$ cat src/rtl/psum_tile_loader_pkg.sv
// Shared types for the PSUM tile loader: FSM state encoding and buffer depth.
// Imported by psum_tile_loader and psum_skid_buf.
package psum_tile_loader_pkg;

  typedef enum logic [1:0] {
    S_IDLE = 2'd0,
    S_READ = 2'd1,
    S_DONE = 2'd2
  } state_t;

  localparam int BUF_DEPTH = 2;

endpackage

$ cat src/rtl/psum_tile_loader_skid_buf.sv
// psum_skid_buf: 2-entry FIFO absorbing the SRAM read latency.
// Head entry is presented combinationally; pop on an empty buffer is ignored.
module psum_skid_buf
  import psum_tile_loader_pkg::*;
#(
  parameter int W = 128
) (
  input  logic         clk,
  input  logic         reset,
  input  logic         push,
  input  logic [W-1:0] push_data,
  input  logic         pop,
  output logic [1:0]   occ,
  output logic [W-1:0] head
);

  logic [W-1:0] mem [BUF_DEPTH];
  logic         wr_ptr;
  logic         rd_ptr;
  logic         do_pop;

  assign do_pop = pop && (occ != 2'd0);
  assign head   = mem[rd_ptr];

  always_ff @(posedge clk or negedge reset) begin
    if (!reset) begin
      for (int i = 0; i < BUF_DEPTH; i++) mem[i] <= '0;
      wr_ptr <= 1'b0;
      rd_ptr <= 1'b0;
      occ    <= 2'd0;
    end else begin
      if (push) begin
        mem[wr_ptr] <= push_data;
        wr_ptr      <= !wr_ptr;
      end
      if (do_pop) rd_ptr <= !rd_ptr;
      case ({push, do_pop})
        2'b10:   occ <= occ + 2'd1;
        2'b01:   occ <= occ - 2'd1;
        default: occ <= occ;
      endcase
    end
  end

endmodule

$ cat src/rtl/psum_tile_loader.sv
// PSUM tile loader: streams one tile of row vectors from PSUM SRAM onto valid/ready.
// Optional PSUM_LOADER_STRIDE_EN adds a latched address stride port.
module psum_tile_loader
  import psum_tile_loader_pkg::*;
#(
  parameter int psum_bw = 16,
  parameter int col     = 8,
  parameter int row     = 8,
  parameter int addr_bw = 11
) (
  input  logic                   clk,
  input  logic                   reset,
  input  logic                   start,
  input  logic [addr_bw-1:0]     base_addr,
`ifdef PSUM_LOADER_STRIDE_EN
  input  logic [addr_bw-1:0]     stride,
`endif
  output logic                   busy,
  output logic                   done,
  output logic                   sram_cen,
  output logic                   sram_wen,
  output logic [addr_bw-1:0]     sram_addr,
  input  logic [col*psum_bw-1:0] sram_q,
  output logic [col*psum_bw-1:0] out_data,
  output logic                   out_valid,
  input  logic                   out_ready,
  output logic                   psum_ready
);

  localparam int CW = $clog2(row + 1);
  localparam int DW = col * psum_bw;
  localparam logic [CW-1:0] ROW_C = CW'(row);

  state_t            state;
  state_t            state_nx;
  logic [CW-1:0]     iss_cnt;
  logic [CW-1:0]     ret_cnt;
  logic [addr_bw-1:0] addr_q;
  logic [addr_bw-1:0] stride_q;
  logic              inflight;
  logic              issue;
  logic              start_ok;
  logic              pop;
  logic              seen;
  logic [1:0]        occ;
  logic [DW-1:0]     head;

`ifdef PSUM_LOADER_STRIDE_EN
  always_ff @(posedge clk or negedge reset) begin
    if (!reset) stride_q <= '0;
    else if (start_ok) stride_q <= stride;
  end
`else
  assign stride_q = addr_bw'(1);
`endif

  assign out_valid  = (occ != 2'd0);
  assign out_data   = head;
  assign pop        = out_valid && out_ready;
  assign busy       = (state == S_READ);
  assign done       = (state == S_DONE);
  assign sram_cen   = !issue;
  assign sram_wen   = 1'b1;
  assign sram_addr  = addr_q;
  assign psum_ready = out_valid && !seen;

  // Credit: buffered + in-flight may not exceed 2 unless a slot frees now.
  always_comb begin
    state_nx = state;
    issue    = 1'b0;
    start_ok = 1'b0;
    unique case (state)
      S_IDLE: begin
        if (start) begin
          start_ok = 1'b1;
          state_nx = S_READ;
        end
      end
      S_READ: begin
        issue = (iss_cnt < ROW_C) &&
                (((occ + {1'b0, inflight}) < 2'd2) || pop);
        if (ret_cnt == ROW_C &&
            (occ == 2'd0 || (occ == 2'd1 && pop)))
          state_nx = S_DONE;
      end
      S_DONE:  state_nx = S_IDLE;
      default: state_nx = S_IDLE;
    endcase
  end

  always_ff @(posedge clk or negedge reset) begin
    if (!reset) begin
      state    <= S_IDLE;
      iss_cnt  <= '0;
      ret_cnt  <= '0;
      addr_q   <= '0;
      inflight <= 1'b0;
      seen     <= 1'b0;
    end else begin
      state    <= state_nx;
      inflight <= issue;
      if (start_ok) begin
        iss_cnt <= '0;
        ret_cnt <= '0;
        addr_q  <= base_addr;
        seen    <= 1'b0;
      end else begin
        if (issue) begin
          iss_cnt <= iss_cnt + CW'(1);
          addr_q  <= addr_q + stride_q;
        end
        if (inflight) ret_cnt <= ret_cnt + CW'(1);
        if (out_valid) seen <= 1'b1;
      end
    end
  end

  psum_skid_buf #(
    .W(DW)
  ) u_buf (
    .clk       (clk),
    .reset     (reset),
    .push      (inflight),
    .push_data (sram_q),
    .pop       (pop),
    .occ       (occ),
    .head      (head)
  );

endmodule

$ cat config.mk
export PLATFORM = sky130hd
export DESIGN_NAME = psum_tile_loader
export DESIGN_NICKNAME = d
export VERILOG_FILES = /design/src/rtl/psum_tile_loader_pkg.sv /design/src/rtl/psum_tile_loader_skid_buf.sv /design/src/rtl/psum_tile_loader.sv
export SDC_FILE = /design/constraint.sdc
export NUM_CORES = 1
export LEC_CHECK = 0
export CAP_MARGIN = 20
export CORE_MARGIN = 3
export CORE_UTILIZATION = 50
export CTS_BUF_LIST = sky130_fd_sc_hd__clkbuf_4
export CTS_CLUSTER_DIAMETER = 80
export DETAILED_ROUTE_END_ITERATION = 12
export GPL_TIMING_DRIVEN = 0
export PLACE_DENSITY = 0.79
export SLEW_MARGIN = 20
export SYNTH_ARGS = -nofsm -noshare
export SYNTH_HDL_FRONTEND = slang
export SYNTH_HIERARCHICAL = 1
export SYNTH_SLANG_ARGS = --single-unit
$ cat constraint.sdc
create_clock -name clk -period 2.9 [get_ports clk]
set_input_delay 0.29 -clock clk [delete_from_list [all_inputs] [get_ports clk]]
set_output_delay 0.29 -clock clk [all_outputs]
set_load 0.05 [all_outputs]
======== Word level (Yosys, flattened, before mapping) ========
Cells that the tools add are included.
word-level totals
  flip-flop bits (word level) ............. 283
  input port bits ......................... 143
  output and inout bits ................... 145
  logic and storage cells ................. 74
cells by class
  add/sub/neg operators ................... 6
  $lt $le $gt $ge ......................... 5
  eq/ne operators ......................... 8
  muxes and demuxes ....................... 21
  bitwise logic cells ..................... 2
  reductions and logical operators ........ 21
operators with widths
  cell                     number
  $mux W128                4
  $bwmux W256              1
  $demux W128 S1           1
  $mux W11                 2
  $mux W4                  4
  $add A11 B1 Y11 const B  1
  $reduce_bool A2 Y1       5
  $add A4 B1 Y4 const B    2
  $pmux W2 S2              2
  $logic_and A1 B1 Y1      7
  $eq A2 B1 Y1 const B     3
  $mux W1                  5
  $eq A2 B2 Y1 const B     2
  $eq A4 B4 Y1 const B     1
  $ge A2 B2 Y1 const B     2
  $logic_not A1 Y1         4
  $logic_not A2 Y1         2
  $lt A4 B4 Y1 const B     1
  $mux W2                  2
  $not A1 Y2               2
  $add A2 B1 Y2            1
  $add A2 B1 Y2 const B    1
  $logic_or A1 B1 Y1       2
  $lt A2 B1 Y1 const B     1
  5 further kinds          5

======== Logic depth before layout (Yosys ltp) ========
Gate-level depths: netlist of the first run.
  depth after elaboration ................. 7
  mapped depth ............................ 7
  gate-level depth less buffers ........... 7

======== By module ========
The synthesis of the first run kept the hierarchy.
by module, submodules not included
  module            instances  cells each  area an instance (um^2)  sequential area each (um^2)
  psum_skid_buf     1          697         11776.3                  6506.2
  psum_tile_loader  1          131         1244.9                   575.6

======== Least setup slack after synthesis of the first run ========
No wires, ideal clock.
  path kind ............................... register to register
  start ................................... reg u_buf.occ[0]
  end ..................................... reg u_buf.occ[1]
  setup time .............................. 0.079 ns
  arrival time ............................ 1.749 ns
  required time ........................... 2.821 ns
  path slack .............................. 1.072 ns
  stages on the path, launching flop included .. 7
  buffers on the path ..................... 0
  clock period less this slack ............ 1.828 ns
  cells stage by stage .................... dfrtp_1 -> or2_2 -> and2_1 -> o21a_1 -> ha_1 -> nor2_1 -> xor2_1
between the ends
  word-level cells in the longest chain between the ends .. 5
  elaborated cells between the ends (all ways) .. 9
  those cells by class .................... 2 x add/sub; 2 x eq/ne; 1 x mux; 4 x reduce/logical
RTL lines
  what                                               RTL line                         source
  start: declaration                                 psum_tile_loader_skid_buf.sv:13  output logic [1:0] occ,
  start signal: assignment                           psum_tile_loader_skid_buf.sv:38  2'b10: occ <= occ + 2'd1;
  start signal: assignment                           psum_tile_loader_skid_buf.sv:39  2'b01: occ <= occ - 2'd1;
  $reduce_bool A2 Y1 *                               psum_tile_loader.sv:57           assign out_valid = (occ != 2'd0);
  via out_valid                                      psum_tile_loader.sv:25           output logic out_valid,
  $logic_and A1 B1 Y1 *                              psum_tile_loader.sv:59           assign pop = out_valid && out_ready;
  via pop                                            psum_tile_loader.sv:43           logic pop;
  $logic_and A1 B1 Y1 *                              psum_tile_loader_skid_buf.sv:22  assign do_pop = pop && (occ != 2'd0);
  via u_buf.do_pop                                   psum_tile_loader_skid_buf.sv:20  logic do_pop;
  $eq A2 B1 Y1 or $eq A2 B2 Y1 (tied branches)       psum_tile_loader_skid_buf.sv:37  case ({push, do_pop})
  $pmux W2 S2 or $reduce_bool A2 Y1 (tied branches)  -
The timed path passes the listed nets; every way through them passes the cells marked *.
A chain may end at the register's enable or synchronous reset.

======== Worst setup path after layout of the first run ========
  start ................................... reg u_buf.rd_ptr
  end ..................................... out out_data[62]
between the ends
  word-level cells in the longest chain between the ends .. 4
RTL lines
  what                                           RTL line                         source
  start: declaration                             psum_tile_loader_skid_buf.sv:19  logic rd_ptr;
  start signal: assignment                       psum_tile_loader_skid_buf.sv:36  if (do_pop) rd_ptr <= !rd_ptr;
  $not A1 Y2 (implied by the code)               psum_tile_loader_skid_buf.sv:23  assign head = mem[rd_ptr];
  $mux W128 (implied by the code) (3 in series)  psum_tile_loader_skid_buf.sv:23
  end: declaration                               psum_tile_loader.sv:24           output logic [col*psum_bw-1:0] out_data,
No other way between the ends. The select of a mux whose other input is x is not followed.

==> summary.txt, run 1 <==
Yosys
  – Cell variety after synth: 44
  – Synth area leader: dfrtp_1
  – Post-synth top cells: dfrtp_1 (283), mux2_2 (274), mux2_4 (100)
  – Proportion of synthesized chip area in sequential cells: 54.4%
  – Top-area cell type share of the netlist area: roughly 54%
  – Number of synthesized flops with an enable pin: 0
  – Synthesized flop and latch total: 283
  – Most common cell in the netlist: dfrtp_1
  – Yosys warning count: 6
  – Syn avg cell area: roughly 16 um2
  – Mapped cell area: 0.0130 mm2
  – Dominant cells by area after synthesis: dfrtp_1 (54%), mux2_2 (24%), mux2_4 (12%)
  – Main synth FF type: dfrtp_1
  – Async S/R FF share, synth: 100%
  – Syn Inst Count: between 800 and 900
  – Syn_nets: about 980

Final layout
  – Finished Core Util: 68.1%
  – NumNets Final: between 1000 and 1500
  – Post-Layout Cell Count: 1584
  – Layout area overhead: 32.8%
  – Share of post-route cells with drive strength above 1: between 40 and 50%

Routing
  – Drt first-iter violations: around 370
  – Number of remaining DRC errors: 0
  – Post-route ant nets: 0
  – Routed vias: 8169
  – Vias per cell: 5.16
  – Final WL: ~30000 um
  – DR WL/cell: 18.9 um
  – DRT Pass-1 Iters: 4

Setup path
  – WS Path Type: reg2out
  – CP Capture Type: output pin
  – Startpoint Class: register
  – Worst endpoint data arrival time: approximately 2.5 ns
  – CP max FO: 10
  – CP required: between 2 and 3 ns

Clocking
  – Clock Path Buffers: 3
  – Clock Tree Root: clkbuf_4
  – Clock transition at path regs: about 0.060 ns
  – Worst-Skew Late Latency: 0.65 ns
  – Clock Sinks: 283
  – CTS tree: yes
  – Total CTS buffers: 77
  – H-Tree Level Count: 3
  – Post-CTS setup buffer count: 0

Floorplanning
  – Die Area: 0.0280 mm2
  – Die Wd: between 150 and 200 um
  – # rows: 58
  – Area of the core: about 0.025 mm2
  – Die Y: roughly 170 um
  – Ports: around 290
  – Initial Utilization: about half

Placement
  – Place WS: about 0.26 ns
  – Global placement routability congestion: ~0.79
  – Post-DP HPWL: roughly 21000 um
  – Cell Count Post-Placement: 1447
  – IO buf count: 286

Timing
  – Unrepaired setup endpoints after global routing: no
  – Slew headroom: slightly below 60%
  – Clock Skew: around 0.041 ns
  – Post-layout worst setup margin: approximately 0.15 ns
  – Fmax: roughly 360 MHz
  – Tmin final: roughly 2.7 ns
  – Hold_ws: 0.137 ns
  – Final setup violation count: 0
  – Final number of max-transition violations: 0
  – Crit share post-route: between 90% and 100%
  – Measured slew at the worst slew-check pin: 0.606 ns
  – Fin. Hold Viols: 0

Global route
  – Global-route usage over all layers: 21.3%
  – Vias in the first global route: slightly below 9000
  – First-pass GRT wire length: between 40000 and 50000 um
  – Pin count of the biggest net entering global routing: 97
  – Initial antenna violation count: 1
  – GRT overflow: 0

Min path
  – Worst Hold Class: in2async

Run status
  – Status: completed

Job
  – Max_cap viols: 0
[layout make-up]
cell class	count	area (um2)
Inverter	8	30.0
Sequential cell	283	7080
Tap cell	330	413
Clock inverter	10	90.1
Buffer	47	536
Fill cell	1931	8110
Clock buffer	124	931
Multi-Input combinational cell	490	5390
Timing Repair Buffer	290	2820
Antenna cell	2	5.00
[routing by layer]
layer / part of all wire [%] / track usage, % / vias to the layer above
met5: 0 / 0 / -
li1: - / - / 3764
met3: 7.1 / 6.42 / 50
met2: 47 / 33.4 / 265
met1: 44 / 28.9 / 4090
met4: 1.9 / 6.37 / 0
[metrics by stage]
stage | area [um2] | setup TNS, ns
3_5_place_dp | 16400 | 0
3_3_place_gp | 16300 | -3039.70
5_1_grt | 17300 | 0
2_1_floorplan | 13000 | 0
4_1_cts | 17300 | 0
6_report | 17300 | 0
[critical path, cell delays in order (launching register included)]
cell and delay, ns:
dfrtp_1 0.36, buf_2 0.31, buf_2 0.33, mux2_2 0.38, dlygate4sd2_1 0.43
[sequential cells by signal (all words and copies together), names as in the netlist]
signal	flops
inflight	1
u_buf/rd_ptr	1
u_buf/mem	256
seen	1
sram_addr	11
u_buf/wr_ptr	1
state	2
ret_cnt	4
iss_cnt	4
u_buf/occ	2
[final timing paths]
kind                                     start  slack, ns              to  depth (start not counted)
worst max-delay path              u_buf/rd_ptr       0.15    out_data[62]                          4
worst min-delay path                     reset       0.14  u_buf/mem[206]                          2
worst max register to register    u_buf/occ[0]       1.03    u_buf/occ[1]                          6
worst min register to register  u_buf/mem[229]       0.48  u_buf/mem[229]                          1
max in group asynchronous                reset       1.59  u_buf/mem[251]                          4
min in group clk                  base_addr[3]       0.20    sram_addr[3]                          3
[repair_timing]
action / CTS / global route
setup endpoints to repair: 111 / 13
resized for setup: 113 / 6
endpoints found under the hold margin: 187 / 0
gates cloned: 0 / 0
hold buffers: 1 / 0
[kinds of logic (layout without fill, tap and decap cells)]
group / count (synthesis) / count (layout) / synth area share [%]
AO/OA/AOI/OAI: 25 / 25 / 1.32
XOR/XNOR: 11 / 11 / 0.740
adder cells (fa/ha/maj): 5 / 5 / 0.480
buffers and inverters: 55 / 479 / 4.23
flip-flops: 283 / 283 / 54.4
multiplexers: 386 / 386 / 36.3
other: 1 / 3 / 0.0288
AND/OR/NAND/NOR: 62 / 62 / 2.57
[cell usage in the layout, fill, tap and decap left out, drive strengths merged, types with 2 or more instances in the layout]
cell type        n
a21oi            2
a31oi            6
and2             4
buf             44
bufinv           2
clkbuf         132
clkdlybuf4s50  174
clkinv           7
dfrtp          283
diode            2
dlygate4sd2    110
ha               5
inv              9
mux2           385
nand2           15
nand2b           2
nand3            6
nand4            3
nor2            15
nor2b            2
o211ai           4
o21a             2
o21ai            5
o31ai            3
or3              4
or4              5
xnor2            6
xor2             5
Power of run 1 is not shown: default switching activity piles up to over one toggle a cycle in this logic, so the estimate is an artifact.
==> inputs of run 2 (changes only) <==
Settings changed: CTS_CLUSTER_DIAMETER 80 to 30, SLEW_MARGIN 20 to not set.
==> run 2 against run 1 <==
  * Final area is 0.33% lower
  * Worst setup slack worse by 0.017 ns
  * Non-clock buffer count is 1 lower
  * Sequential share of layout area is 0.13 points higher
  * Via count is 0.15% lower
  * Core utilization is 0.22 points lower
  * Critical path depth stayed put
  * Clock-buffer cell count is 7 lower
  * Final cell count is 0.13% higher
  * Hold slack better by 0.045 ns
  * Flip-flop and latch count stayed put
  * Global-route usage hardly changed
  * Largest cell class unchanged
  * Highest routed layer is now met5
==> summary.txt, run 2 (synthesis gave the netlist of run 1 again) <==
Clocking
  – Post-CTS setup buffer count: 0
  – CTS tree: yes
  – Worst-Skew Late Latency: around 0.68 ns
  – Clock Sinks: about 280
  – Total CTS buffers: between 80 and 90
  – Clock Tree Root: clkbuf_4
  – H-Tree Level Count: 3
  – Clock transition at path regs: roughly 0.060 ns
  – Clock Path Buffers: 3

Timing
  – Slew headroom: between 40% and 50%
  – Final number of max-transition violations: 0
  – Final setup violation count: 0
  – Fin. Hold Viols: 0
  – Crit share post-route: between 90% and 100%
  – Fmax: 362 MHz
  – Tmin final: 2.76 ns
  – Unrepaired setup endpoints after global routing: no
  – Clock Skew: between 0.05 and 0.06 ns
  – Measured slew at the worst slew-check pin: 0.778 ns

Routing
  – Routed vias: roughly 8200
  – Vias per cell: between 5 and 6
  – Final WL: approximately 30000 um
  – Number of remaining DRC errors: 0
  – Post-route ant nets: 0
  – Drt first-iter violations: around 360
  – DRT Pass-1 Iters: 4
  – DR WL/cell: 18.9 um

Setup path
  – Worst endpoint data arrival time: 2.47 ns
  – CP required: ~2.6 ns
  – CP max FO: 10
  – CP Capture Type: output pin
  – WS Path Type: reg2out
  – Startpoint Class: register

Floorplanning
  – Die Area: approximately 0.028 mm2
  – Initial Utilization: 51.3%
  – Ports: between 200 and 300
  – Area of the core: approximately 0.025 mm2
  – Die Wd: between 150 and 200 um
  – Die Y: approximately 170 um
  – # rows: 58

Final layout
  – Post-route cell area: 0.0172 mm2
  – Largest Register: u_buf/mem
  – Fillers: ~1900
  – Share of post-route cells with drive strength above 1: 44.5%
  – Most common cell after layout, fill and taps aside: dfrtp_1
  – NumNets Final: around 1300
  – Max FFs per register: between 200 and 300
  – Highest-count cells in the layout ignoring fill and taps: dfrtp_1 (283), mux2_2 (274), clkdlybuf4s50_1 (174), clkbuf_4 (117), dlygate4sd2_1 (110)
  – Layout area overhead: 32.4%

Global route
  – Met3 usage: under 10%
  – Initial antenna violation count: 2
  – M2 GR Usage: about a third
  – Global-route usage over all layers: a little over a fifth
  – GR peak layer: met2
  – Grt met1 use: between 20% and 30%
  – Vias in the first global route: ~9000
  – Pin count of the biggest net entering global routing: 103
  – GRT overflow: 0
  – First-pass GRT wire length: 48400 um

Min path
  – Worst Hold Class: in2reg

Run status
  – Status: completed

Job
  – Max_cap viols: 0

Placement
  – Global placement routability congestion: roughly 0.79
  – Post-DP HPWL: between 20000 and 25000 um
  – IO buf count: 286
  – Placed inst area: around 0.016 mm2
[run 2: cell count changes in the layout (fill, tap and decap cells not counted), moves of 2 or more]
cell | before | now
clkinv_1 | 7 | 9
clkinv_2 | 0 | 6
clkbuf_4 | 129 | 117
clkinv_4 | 0 | 2
clkinvlp_4 | 0 | 2
buf_2 | 10 | 15
[run 2: layer usage]
metal	up-vias	wire length, um
met5	-	7
li1	3760	-
met2	262	14200
met3	49	2290
met4	2	583
met1	4084	13000
[run 2: worst max-delay path, stage by stage, from the launching register on]
cell,delay (ns)
dfrtp_1,0.36
buf_2,0.31
buf_2,0.34
mux2_2,0.38
dlygate4sd2_1,0.45
[run 2: per-stage QoR]
stage | utilization [%] | TNS (ns) | cells | hold WS [ns] | setup slack (ns)
after floorplan | - | 0 | 828 | -0.00559 | 1.07
after global placement | 64.2 | -3039.70 | 1444 | 0.463 | -10.77
after detailed placement | 64.4 | 0 | 1446 | 0.394 | 0.249
after CTS | 67.9 | 0 | 1584 | 0.115 | 0.0171
after global routing | 67.9 | 0 | 1586 | 0.151 | 0.0100
final | 67.9 | 0 | 1586 | 0.182 | 0.137
[run 2: path summary, 6_finish.rpt]
kind | startpoint | end | slack (ns) | depth (start not counted)
worst min register to register | u_buf/mem[229] | u_buf/mem[229] | 0.48 | 1
worst min-delay path | base_addr[3] | sram_addr[3] | 0.18 | 3
min in group asynchronous | reset | u_buf/mem[210] | 0.26 | 2
max in group asynchronous | reset | u_buf/mem[3] | 1.65 | 3
worst max-delay path | u_buf/rd_ptr | out_data[40] | 0.14 | 4
worst max register to register | u_buf/occ[0] | u_buf/occ[1] | 1.04 | 6
[run 2: cell type report]
cell class / count / area [um2] / share of cell area, %
multi-input cells: 490 / 5390 / 31.3
clock inverters: 20 / 126 / 0.733
clock buffers: 117 / 878 / 5.10
diodes: 2 / 5.00 / 0.0290
flip-flops and latches: 283 / 7080 / 41.1
plain buffers: 47 / 523 / 3.03
repair buffers: 289 / 2790 / 16.2
well taps: 330 / 413 / 2.40
inverters: 8 / 30.0 / 0.174
[run 2: repair_timing]
item	4_1_cts	5_1_grt
hold buffers	1	0
setup endpoints to repair	111	1
hold endpoints to repair	100	0
gates resized for setup	113	1
Power of run 2 is left out for the same reason.
